File: src/rtl/amo_bank_arbiter.sv
// Round-robin arbiter sharing one AMO-capable SRAM bank among NumIn masters; read response returns 1 cycle after grant.
// Backpressure: grants only when the shim grants; every request is blocked during the 1-cycle AMO write-back.
module amo_bank_arbiter #(
    parameter int unsigned NumIn        = 4,
    parameter int unsigned AddrMemWidth = 32,
    parameter int unsigned DataWidth    = 32,
    localparam int unsigned IdxWidth    = $clog2(NumIn)
) (
    input  logic                                     clk_i,
    input  logic                                     rst_ni,
    input  logic [NumIn-1:0]                         in_req_i,
    output logic [NumIn-1:0]                         in_gnt_o,
    input  logic [NumIn-1:0][AddrMemWidth-1:0]       in_add_i,
    input  logic [NumIn-1:0][3:0]                    in_amo_i,
    input  logic [NumIn-1:0]                         in_wen_i,
    input  logic [NumIn-1:0][DataWidth-1:0]          in_wdata_i,
    input  logic [NumIn-1:0][DataWidth/8-1:0]        in_be_i,
    output logic [NumIn-1:0]                         in_rvalid_o,
    output logic [DataWidth-1:0]                     in_rdata_o,
    output logic                                     out_req_o,
    input  logic                                     out_gnt_i,
    output logic [AddrMemWidth-1:0]                  out_add_o,
    output logic [3:0]                               out_amo_o,
    output logic                                     out_wen_o,
    output logic [DataWidth-1:0]                     out_wdata_o,
    output logic [DataWidth/8-1:0]                   out_be_o,
    input  logic [DataWidth-1:0]                     out_rdata_i
);

    typedef enum logic {
        Idle      = 1'b0,
        AmoCommit = 1'b1
    } state_e;

    localparam logic [IdxWidth:0]   NumInW = (IdxWidth+1)'(NumIn);
    localparam logic [IdxWidth-1:0] LastIdx = IdxWidth'(NumIn - 1);

    state_e              state_q, state_d;
    logic [IdxWidth-1:0] rr_q, rr_d;
    logic                resp_valid_q, resp_valid_d;
    logic [IdxWidth-1:0] resp_idx_q, resp_idx_d;

    logic [IdxWidth-1:0] sel;
    logic [IdxWidth:0]   idx_ext;
    logic                found;
    logic                grant;

    // First requester at or after the priority pointer, wrapping modulo NumIn.
    always_comb begin
        sel     = rr_q;
        found   = 1'b0;
        idx_ext = '0;
        for (int k = 0; k < NumIn; k++) begin
            idx_ext = {1'b0, rr_q} + (IdxWidth+1)'(k);
            if (idx_ext >= NumInW) begin
                idx_ext = idx_ext - NumInW;
            end
            if (!found && in_req_i[idx_ext[IdxWidth-1:0]]) begin
                sel   = idx_ext[IdxWidth-1:0];
                found = 1'b1;
            end
        end
    end

    assign out_add_o   = in_add_i[sel];
    assign out_amo_o   = in_amo_i[sel];
    assign out_wen_o   = in_wen_i[sel];
    assign out_wdata_o = in_wdata_i[sel];
    assign out_be_o    = in_be_i[sel];

    always_comb begin
        state_d      = state_q;
        rr_d         = rr_q;
        resp_valid_d = 1'b0;
        resp_idx_d   = resp_idx_q;
        out_req_o    = 1'b0;
        in_gnt_o     = '0;
        grant        = 1'b0;
        unique case (state_q)
            Idle: begin
                out_req_o = rst_ni & (|in_req_i);
                grant     = out_req_o & out_gnt_i;
                if (grant) begin
                    in_gnt_o[sel] = 1'b1;
                    rr_d          = (sel == LastIdx) ? '0 : sel + 1'b1;
                    resp_valid_d  = 1'b1;
                    resp_idx_d    = sel;
                    if (in_amo_i[sel] != 4'd0) begin
                        state_d = AmoCommit;
                    end
                end
            end
            // Shim is writing the AMO result back; the bank port is busy.
            AmoCommit: begin
                state_d = Idle;
            end
            default: begin
                state_d = Idle;
            end
        endcase
    end

    always_ff @(posedge clk_i or negedge rst_ni) begin
        if (!rst_ni) begin
            state_q      <= Idle;
            rr_q         <= '0;
            resp_valid_q <= 1'b0;
            resp_idx_q   <= '0;
        end else begin
            state_q      <= state_d;
            rr_q         <= rr_d;
            resp_valid_q <= resp_valid_d;
            resp_idx_q   <= resp_idx_d;
        end
    end

    always_comb begin
        in_rvalid_o             = '0;
        in_rvalid_o[resp_idx_q] = resp_valid_q;
    end

    assign in_rdata_o = out_rdata_i;

endmodule

File: config.mk
export PLATFORM = sky130hd
export DESIGN_NAME = amo_bank_arbiter
export DESIGN_NICKNAME = d
export VERILOG_FILES = /design/src/rtl/amo_bank_arbiter.sv
export SDC_FILE = /design/constraint.sdc
export NUM_CORES = 1
export LEC_CHECK = 0
export ABC_AREA = 0
export ABC_CLOCK_PERIOD_IN_PS = 3600
export CORE_AREA = 3 3 173 175
export DETAILED_ROUTE_END_ITERATION = 7
export DIE_AREA = 0 0 176 178
export DONT_BUFFER_PORTS = 1
export HOLD_SLACK_MARGIN = 0.08
export SYNTH_ARGS = -nofsm -noshare
export SYNTH_HDL_FRONTEND = slang
export SYNTH_SLANG_ARGS = --single-unit
export TNS_END_PERCENT = 1
File: constraint.sdc
create_clock -name clk_i -period 3.6 [get_ports clk_i]
set_clock_uncertainty 0.2 [all_clocks]
set_input_delay 0.9 -clock clk_i [delete_from_list [all_inputs] [get_ports clk_i]]
set_output_delay 0.9 -clock clk_i [all_outputs]
set_load 0.005 [all_outputs]
==> metrics.md, run 1 <==
| Metric | Value |
|---|---|
| Status | complete, no violations |
| RePlAce Congestion | 0.805 |
| Iteration-0 DRC Markers | 177 |
| # IOs | 445 |
| Detailed-route via count | 3,881 |
| Setup Crit Path Kind | input port to output port |
| DR DRC count | 0 |
| Busiest grt layer | met2 |
| Pin count of the biggest net entering global routing | 79 |
| DR vias/cell | 4.28 |
| Met1 Resource Use GR | 9.28% |
| Dpl hpwl | 11.9 mm |
| TNS Setup | 0 ns |
| Initial antenna violation count | 3 |
| Required @ worst endpoint | 2.50 ns |
| Distinct cell type count after synthesis | 28 |
| Worst Path Max Fanout | 60 |
| Post-synthesis mux area share | 0% |
| Worst-path clk slew | 0.04 ns |
| Area of the die | 0.0313 mm^2 |
| DR pass1 iterations | 5 |
| Grt ovf | 0 |
| CTS Buffer Depth | 2 |
| Worst reg2reg setup slack | 1.10 ns |
| Non-Filler Instances | 907 |
| Post-synthesis simple-gate area fraction | 56.4% |
| TritonCTS Buffers | 3 |
| Pwr/cell area | 725 mW/mm^2 |
| Synthesis-to-layout area growth | 21.2% |
| Met3 usage | 0.873% |
| Xor and xnor area share after synthesis | 0% |
| Buffers on Ports | 0 |
| GRT met2 Usage | 12.8% |
| Register area share after synthesis | 5.20% |
| Mapped Area | 0.00289 mm^2 |
| Row count | 62 |
| Achievable Freq | 283 MHz |
| # nets final | 857 |
| Synth Area in Compound Gates | 20.4% |
| Cell total after placement | 897 |
| Peak supply drop | 0.272 mV |
| Final hold violations | 0 |
| Slew at the pin with the worst max-slew slack | 0.782 ns |
| Sink Count | 6 |
| Gate count after technology mapping | 563 |
| Synth Area in Adders | 1.73% |
| Crit path max-delay family | simple AND/OR/NAND/NOR gates |
| Reg2Reg Depth | 8 |
| Worst r2r dst | state_q |
| RR Startpoint | rr_q[1] |
| Worst path slowest cell | nor2_4 |
| Die span in x | 176 um |
| Global router's overall resource usage | 7.48% |
| Vias in the first global route | 3,215 |
| DR WL/cell | 16.7 um |
| Synthesized flop and latch total | 6 |
| Syn avg cell area | 5.12 um^2 |
| RSZ-0062 raised after global routing | true |
| Total Wirelength | 15.1 mm |
| Crit path largest cell delay | 0.21 ns |
| H-tree depth | 1 |
| DP Worst Slack | -0.0490 ns |
| Critical path buffer and inverter count | 3 |
| MaxCap Viol Count | 0 |
| Yosys warning total | 0 |
| Final Setup Violations | 0 |
| Pwr Total | 2.54 mW |
| Final min period | 3.53 ns |
| Initial Utilization | 10.1% |
| Slew Viols, Final | 0 |
| Synth Net Count | 898 |
| Die height | 178 um |
| Worst slew margin | 47.7% |
| Largest family of logic cells by synthesized area | simple AND/OR/NAND/NOR gates |
| Crit path launch type | input port |
| Layout cells sized above 1 | 9.04% |
| CP Cell Sequence | nor2b_1, o21a_1, nor2_4, buf_6, buf_16, nand2_1, and3_1, a31oi_1, buf_4 |
| First-pass GRT wire length | 18.1 mm |
| Nature of the critical path endpoint | output port |
| Cell leakage power | 1.58 nW |
| Critical path arrival | 2.43 ns |
| Root buffer cell | clkbuf_16 |
| CTS tree | built |
| Fin crit share | 98.0% |
| Min-Delay Path Class | input port to async pin |
| ANT nets after route | 0 |
| Core ar. | 0.0286 mm^2 |
| Worst setup margin | 0.0720 ns |
| Clock Latency Late Sink | 0.23 ns |
[final cells by class]
class,instances,area [um^2]
diodes,3,7.51
clock buffers,3,75.1
fillers,3312,25100
inverters,5,23.8
multi-input cells,472,2320
flip-flops and latches,6,150
well taps,384,480
repair buffers,34,445
[repair_timing]
action                     4_1_cts  5_1_grt
gates cloned                     0        2
gates resized for setup          2       11
setup endpoints to repair       22       41
buffers inserted                 0        2
hold buffers                     0        0
pin swaps                        0        2
[synthesized netlist by cell type (all sizes together)]
cell type  count  area share, %
nand2        289             38
and3          74             16
a31oi         69             15
buf           52             12
clkbuf        28            3.6
a21oi          9            1.6
dfrtp          6            5.2
inv            5           0.65
a22oi          4            1.0
ha             4            1.7
nor2           4           0.61
nor2b          4           0.87
nor3b          3           0.78
o21ai          3           0.52
a2111oi        1           0.52
a21o           1           0.26
a2bb2oi        1           0.30
and3b          1           0.30
nor4           1           0.22
o211a          1           0.35
o21a           1           0.26
o22ai          1           0.22
o41a           1           0.39
[placed cells by master, fill, tap and decap left out, drive strengths merged]
master,count
nand2,289
and3,74
a31oi,69
buf,32
a21oi,9
dfrtp,6
clkbuf,5
ha,4
nor2b,4
inv,4
nor2,4
a22oi,4
diode,3
o21ai,3
nor3b,3
a2bb2oi,1
o22ai,1
o211a,1
a2111oi,1
o21a,1
clkinv,1
nor4,1
and3b,1
o41a,1
a21o,1
[registers in the layout, indices dropped and copies added, names as in the netlist]
signal / cells
resp_idx_q: 2
resp_valid_q: 1
rr_q: 2
state_q: 1
[worst max-delay path by stage]
stage                      from        endpoint  slack, ns  cells past startpoint
floorplan           in_req_i[2]   out_add_o[27]       0.24                      8
global placement    in_req_i[2]  out_wdata_o[2]     -0.009                      9
detailed placement  in_req_i[2]   out_add_o[12]      -0.05                      9
CTS                 in_req_i[2]    out_amo_o[3]       0.01                      6
global route        in_req_i[0]  out_wdata_o[4]      -0.03                      9
finish              in_req_i[0]  out_wdata_o[4]       0.07                      9
[per-layer routing]
layer  part of all wire [%]  routed length, um
met5                      0                  0
met4                    3.5                535
met3                    8.3               1250
met2                     49               7400
met1                     39               5920
[worst reg2reg max path: cells and delay by family (launching register included)]
family                 cells  cell delay, ns
buffers and inverters      2            0.34
and+or+nand+nor            2            0.20
AOI/OAI and AO/OA          4            1.25
DFF                        1            0.39
[per-stage QoR]
step | hold WS, ns | instance area [um^2] | utilization (%)
detailed placement | 0.341 | 3270 | 11.4
global route | 0.159 | 3500 | 12.2
finish | 0.162 | 3500 | 12.2
floorplan | 0.299 | 2890 | -
global placement | 0.328 | 3270 | 11.4
CTS | 0.160 | 3360 | 11.7
[power by group]
part	leakage [nW]	switching (mW)	internal, mW	total [mW]
Combinational	1.47	1.33	0.906	2.24
Clock	0.0370	0.0421	0.143	0.185
Sequential	0.0746	0.0241	0.0876	0.112
[cell families (layout without fill, tap and decap cells)]
group / count (synthesis) / after routing
buffers and inverters: 85 / 42
adder cells (fa/ha/maj): 4 / 4
flip-flops: 6 / 6
AO/OA/AOI/OAI: 92 / 92
other: 0 / 3
AND/OR/NAND/NOR: 376 / 376
(Power assumes the default switching activity.)
==> run 2, diff against run 1 <==
Settings changed: ABC_AREA 0 to 1.
==> run 2 against run 1 <==
Clock-buffer cell count is the same. Register-to-register slack lost 0.13 ns. Global-route usage grew 0.27 points. Highest routed layer is now met5. Sequential power grew 19%. Hold slack gained 0.0040 ns. Utilization grew 4.5 points. Largest cell class unchanged. Sequential share of layout area shrank 1.1 points. Synthesized cell count grew 3.7%.
==> metrics.md, run 2 <==
| Metric | Value |
|---|---|
| Final core occ | 16.7% (+4.5 points) |
| Fin crit share | 99.5% (+1.5 points) |
| Synth Net Count | 919 (+2.3%) |
| Register area share after synthesis | 4.35% (-0.85 points) |
| Buffers on Ports | 0 (unchanged) |
| Pwr Total | 8.97 mW (+250%) |
| Layout cells sized above 1 | 27.4% (+18 points) |
| Row count | 62 (unchanged) |
| RR Startpoint | rr_q[0] |
| Gate count after technology mapping | 584 (+3.7%) |
| Core ar. | 0.0286 mm^2 (unchanged) |
| Pin count of the biggest net entering global routing | 61 (-23%) |
| Nature of the critical path endpoint | output port |
| Post-route cell area | 0.00479 mm^2 (+37%) |
| Final hold violations | 0 (unchanged) |
| First-pass GRT wire length | 18.6 mm (+2.7%) |
| Worst-path clk slew | 0.04 ns (about the same) |
| CTS tree | built |
| Largest registers | resp_idx_q: 2 flops, rr_q: 2 flops |
| Slew Viols, Final | 0 (unchanged) |
| Sink Count | 6 (unchanged) |
| Final Setup Violations | 0 (unchanged) |
| Cell leakage power | 1.79 nW (+14%) |
| Worst Path Max Fanout | 10 (-83%) |
| Slew at the pin with the worst max-slew slack | 0.471 ns (-0.311 ns) |
| Total Wirelength | 20.2 mm (+34%) |
| Pwr/cell area | 1870 mW/mm^2 (+160%) |
| Worst r2r dst | state_q |
| Post-synth EDFFs | 0 (unchanged) |
| Worst slew margin | 68.3% (+21 points) |
| Post-synth top flop | dfrtp_1 |
| Die height | 178 um (unchanged) |
| Achievable Freq | 279 MHz (-1.5%) |
| DR WL/cell | 21.0 um (+26%) |
| Worst setup margin | 0.0181 ns (-0.0540 ns) |
| Iteration-0 DRC Markers | 190 (+7.3%) |
| # IOs | 445 (unchanged) |
| DP Worst Slack | -0.0677 ns (-0.0187 ns) |
| Status | complete, no violations |
| Synth top area share | 15.9% (-22 points) |
| Synthesis-to-layout area growth | 38.8% |
| H-tree depth | 1 (unchanged) |
| Most frequent cells after synthesis | 146 x nor2_1, 71 x nand2_1, 69 x o211ai_1, 69 x o31ai_1, 60 x or2_0 |
| Dpl hpwl | 12.8 mm (+7.9%) |
| Area of the die | 0.0313 mm^2 (unchanged) |
| Distinct cell type count after synthesis | 28 (unchanged) |
| Fin Hold WS | 0.166 ns (+0.00400 ns) |
| Initial Utilization | 12.1% (+2.0 points) |
| # hold bufs at CTS | 0 (unchanged) |
| Detailed-route via count | 4,376 (+13%) |
| Placed Area | 0.00372 mm^2 (+14%) |
| Yosys top cell by area | nor2_1 |
| Most common cell after layout, fill and taps aside | nor2_1 |
| RSZ-0062 raised after global routing | true |
| Die span in x | 176 um (unchanged) |
| Peak supply drop | 0.503 mV (+85%) |
| Worst reg2reg setup slack | 0.97 ns (-0.13 ns) |
| Area contributors post-synth | nor2_1 16%, o211ai_1 15%, o31ai_1 15%, or2_0 11%, buf_4 9.8% |
| Crit path launch type | input port |
| Clock Latency Late Sink | 0.23 ns (about the same) |
| Critical path arrival | 2.48 ns (+0.05 ns) |
| Global router's overall resource usage | 7.75% (+0.27 points) |
| Setup Crit Path Kind | input port to output port |
| Synthesized flop and latch total | 6 (unchanged) |
| Min-Delay Path Class | input port to async pin |
| Root buffer cell | clkbuf_16 |
| DR pass1 iterations | 4 (-1) |
| MaxCap Viol Count | 0 (unchanged) |
| RePlAce Congestion | 0.817 (+1.5%) |
| Syn avg cell area | 5.91 um^2 (+15%) |
| DR vias/cell | 4.55 (+6.3%) |
| Final min period | 3.58 ns (+0.0540 ns) |
| Vias in the first global route | 3,365 (+4.7%) |
| Mapped Area | 0.00345 mm^2 (+20%) |
| Yosys warning total | 0 (unchanged) |
| CTS Buffer Depth | 2 (unchanged) |
| Initial antenna violation count | 5 (+2) |
| # nets final | 913 (+6.5%) |
| Required @ worst endpoint | 2.50 ns (about the same) |
| Reg2Reg Depth | 17 (+9) |
| DR DRC count | 0 (unchanged) |
| TritonCTS Buffers | 3 (unchanged) |
| Most frequent cells in the layout | 145 x nor2_1, 69 x o211ai_1, 59 x or2_0, 53 x nand2_1, 38 x o31ai_1 |
| Async set or reset register ratio after synthesis | 100% (unchanged) |
| Most frequent cell after synthesis | nor2_1 |
| ANT nets after route | 0 (unchanged) |
| Grt ovf | 0 (unchanged) |
-- run 2: cell types whose count changed in the layout (fill, tap and decap cells not counted), sizes merged, moves of 24 or more --
cell / change
a31oi: -69
or2: +69
buf: +24
and3: -74
nor2: +144
o211ai: +69
nand2: -207
o31ai: +69
inv: +25
-- run 2: worst max-delay path by stage --
stage           startpoint  depth (start not counted)  slack (ns)         endpoint
2_1_floorplan  in_req_i[3]                         14        0.22      in_gnt_o[0]
3_3_place_gp   in_req_i[3]                         13       -0.08  out_wdata_o[10]
3_5_place_dp   in_req_i[3]                         13       -0.07  out_wdata_o[10]
4_1_cts        in_req_i[3]                         13       -0.03  out_wdata_o[10]
5_1_grt            rr_q[0]                         14       -0.10     out_add_o[0]
6_report       in_req_i[1]                         13        0.02     out_add_o[0]
-- run 2: cells by family (layout without fill, tap and decap cells) --
group	count (synthesis)	count (layout)	synth area share, %
flip-flops	6	6	4.35
AO/OA/AOI/OAI	145	145	31.2
other	0	2	0
adder cells (fa/ha/maj)	4	4	1.45
buffers and inverters	110	102	19.5
AND/OR/NAND/NOR	319	319	43.4
-- run 2: metal layers --
layer / GRT usage, % / vias to the layer above / wire (um)
li1: - / 1951 / -
met1: 8.16 / 2012 / 7120
met2: 14.6 / 358 / 10600
met3: 1.40 / 51 / 1740
met5: 0 / - / 31
met4: 4.16 / 4 / 738
-- run 2: final cells by class --
type,instances,area (um^2)
Antenna cell,2,5.00
Timing Repair inverter,1,5.00
Inverter,30,138
Clock buffer,3,75.1
Tap cell,384,480
Fill cell,3209,23800
Multi-Input combinational cell,468,2990
Sequential cell,6,153
Timing Repair Buffer,68,943
-- run 2: worst max-delay path, cell delays in order --
cell and delay [ns]:
nand2_4 0.06, nand2_4 0.05, o21ai_2 0.15, nand2_1 0.09
inv_2 0.10, nand2_4 0.08, nand2_4 0.09, nand2_8 0.10
buf_4 0.19, clkbuf_16 0.18, or2_2 0.27, o211ai_1 0.10
o31ai_2 0.11
-- run 2: report_power, final --
group | switching (mW) | internal, mW
registers | 0.0385 | 0.0945
logic | 4.90 | 3.76
clock network | 0.0381 | 0.143
-- run 2: repair_timing --
action                                  CTS  global route
pin swaps                                 0            25
endpoints found under the setup margin    6            40
cloned                                    0            17
buffers inserted                          0            19
resized for setup                         7            98
-- run 2: through the flow --
step                      cells  setup TNS (ns)
after floorplan             584               0
after global placement      921         -0.0991
after detailed placement    921          -0.130
after CTS                   924         -0.0552
after global routing        962           -3.02
final                       962               0
==> run 3, diff against run 2 <==
Settings changed: CORE_AREA 3 3 173 175 to 3 3 174 176, DIE_AREA 0 0 176 178 to 0 0 177 179.
==> run 3 against run 2 <==
Via count down 4.7%. Global-route usage up 0.60 points. Combinational power down 14%. Wire length down 12%. Final cell count down 0.31%. Power down 13%. Clock-buffer cell count unchanged. Largest cell class unchanged. Highest routed layer unchanged.
==> metrics.md, run 3 (synthesis gave the netlist of run 2 again) <==
| Metric | Value |
|---|---|
| Cell leakage power | 1.66 nW (-7.6%) |
| Sw frac | 55.7% (+0.19 points) |
| Area of the die | 0.0317 mm^2 (+1.1%) |
| Most common cell after layout, fill and taps aside | nor2_1 |
| Initial Utilization | 12.0% (-0.065 points) |
| First-pass GRT wire length | 19.9 mm (+7.0%) |
| DP Worst Slack | -0.0429 ns (+0.0248 ns) |
| Cell total after placement | 931 (+1.1%) |
| TritonCTS Buffers | 3 (unchanged) |
| Peak supply drop | 0.725 mV (+44%) |
| Achievable Freq | 279 MHz (about the same) |
| Pwr/cell area | 1750 mW/mm^2 (-6.4%) |
| Nature of the critical path endpoint | output port |
| Slew at the pin with the worst max-slew slack | 0.420 ns (-0.0513 ns) |
| Post-route cell area | 0.00443 mm^2 (-7.6%) |
| Logic pwr share | 96.0% (-0.5 points) |
| MaxCap Viol Count | 0 (unchanged) |
| Pwr Total | 7.76 mW (-13%) |
| Core ar. | 0.0288 mm^2 (+0.54%) |
| Worst Path Max Fanout | 8 (-2) |
| H-tree depth | 1 (unchanged) |
| Vias in the first global route | 3,468 (+3.1%) |
| Min-Delay Path Class | input port to async pin |
| Buffers on Ports | 0 (unchanged) |
| Final Setup Violations | 0 (unchanged) |
| Placed Area | 0.00382 mm^2 (+2.7%) |
| Iteration-0 DRC Markers | 221 (+16%) |
| Net Switching | 4.32 mW (-13%) |
| Row count | 62 (unchanged) |
| ANT nets after route | 0 (unchanged) |
| Sink Count | 6 (unchanged) |
| Crit path launch type | input port |
| DR WL/cell | 18.6 um (-12%) |
| TNS Setup | 0 ns (unchanged) |
| Critical path arrival | 2.48 ns (about the same) |
| Worst slew margin | 71.8% (+3.4 points) |
| Pin count of the biggest net entering global routing | 69 (+13%) |
| Slew Viols, Final | 0 (unchanged) |
| Fin Hold WS | 0.165 ns (-0.00144 ns) |
| Critical path buffer and inverter count | 4 (+1) |
| DR vias/cell | 4.35 (-4.4%) |
| DR pass1 iterations | 5 (+1) |
| Clock share of power | 2.4% (+0.4 points) |
| Final min period | 3.58 ns (+0.00173 ns) |
| RSZ-0062 raised after global routing | true |
| Die height | 179 um (+0.56%) |
| Crit path largest cell delay | 0.21 ns (-0.06 ns) |
| Grt ovf | 0 (unchanged) |
| Status | complete, no violations |
| # IOs | 445 (unchanged) |
| Root buffer cell | clkbuf_16 |
| Detailed-route via count | 4,169 (-4.7%) |
| Worst-path clk slew | 0.04 ns (about the same) |
| Flop pwr share | 1.6% (about the same) |
| Layout cells sized above 1 | 22.0% (-5.4 points) |
| CP Cell Sequence | nand2_4, nand3_2, nand2_4, inv_4, nor2_8, nand2_4, nand2_4, nand2_8, buf_12, buf_6, or2_0, o211ai_1, o31ai_1, buf_4 |
| DR DRC count | 0 (unchanged) |
| Setup Crit Path Kind | input port to output port |
| Power Internal | 3.44 mW (-14%) |
| Required @ worst endpoint | 2.50 ns (about the same) |
| Non-Filler Instances | 959 (-0.31%) |
| Global router's overall resource usage | 8.35% (+0.60 points) |
| # hold bufs at CTS | 0 (unchanged) |
| Initial antenna violation count | 8 (+3) |
| Crit path max-delay family | simple AND/OR/NAND/NOR gates |
| Worst path slowest cell | or2_0 |
| CTS tree | built |
| Final core occ | 15.4% (-1.4 points) |
| Largest registers | resp_idx_q: 2 flops, rr_q: 2 flops |
| Synthesis-to-layout area growth | 28.2% |
| Final hold violations | 0 (unchanged) |
| Clock Latency Late Sink | 0.23 ns (about the same) |
| Total Wirelength | 17.8 mm (-12%) |
| Critical path's most frequent cell | nand2_4 |
| CTS Buffer Depth | 2 (unchanged) |
| Most frequent cells in the layout | 146 x nor2_1, 69 x o211ai_1, 59 x nand2_1, 58 x or2_0, 56 x o31ai_1 |
| Fin crit share | 99.5% (about the same) |
| Worst setup margin | 0.0164 ns (-0.00173 ns) |
| Fill cells | 3,250 (+1.3%) |
| RePlAce Congestion | 0.954 (+17%) |
| # nets final | 905 (-0.88%) |
| Die span in x | 177 um (+0.57%) |
| Dpl hpwl | 13.8 mm (+7.7%) |
## run 3: changes by cell type in the layout (fill, tap and decap cells not counted), sizes merged
cell    previous run  this run
clkbuf            15        10
diode              2         7
buf               56        52
nand2             82        83
## run 3: power by group through the flow
| stage | combinational (mW) | sequential (mW) | clock, mW |
|---|---|---|---|
| floorplan | 4.44 | 0.112 | 0 |
| global placement | 6.14 | 0.117 | 0 |
| detailed placement | 6.28 | 0.118 | 0 |
| CTS | 6.36 | 0.118 | 0.184 |
| global route | 8.21 | 0.131 | 0.190 |
| finish | 7.45 | 0.127 | 0.183 |
## run 3: cell type report
class                   instances  area (um^2)  area share, %
repair inverters                1         5.00          0.113
well taps                     384          480           10.9
clock buffers                   3         75.1           1.70
repair buffers                 59          737           16.7
multi-input cells             469         2830           63.9
inverters                      30          130           2.94
diodes                          7         17.5          0.396
flip-flops and latches          6          153           3.45
## run 3: what timing repair did
item | in CTS | in global routing
gates resized for setup | 5 | 52
pin swaps | 3 | 15
setup buffers | 0 | 9
setup endpoints to repair | 9 | 60
cloned | 0 | 9
## run 3: worst paths after layout
path / startpoint / cells past startpoint / slack [ns] / to
worst max register to register: rr_q[0] / 20 / 1.02 / state_q
worst min register to register: resp_idx_q[1] / 2 / 0.34 / resp_idx_q[1]
worst max-delay path: in_req_i[0] / 14 / 0.02 / out_add_o[8]
min in group clk_i: resp_idx_q[1] / 2 / 0.34 / resp_idx_q[1]
max in group asynchronous: rst_ni / 0 / 2.96 / rr_q[0]
worst min-delay path: rst_ni / 0 / 0.16 / state_q
## run 3: metal layers
metal  vias to the layer above  track usage, %  share of wire, %
li1                       1941               -                 -
met1                      1883            8.10                34
met2                       297            15.3                49
met3                        44            3.66                13
met4                         4            3.76               4.2
met5                         -               0              0.12
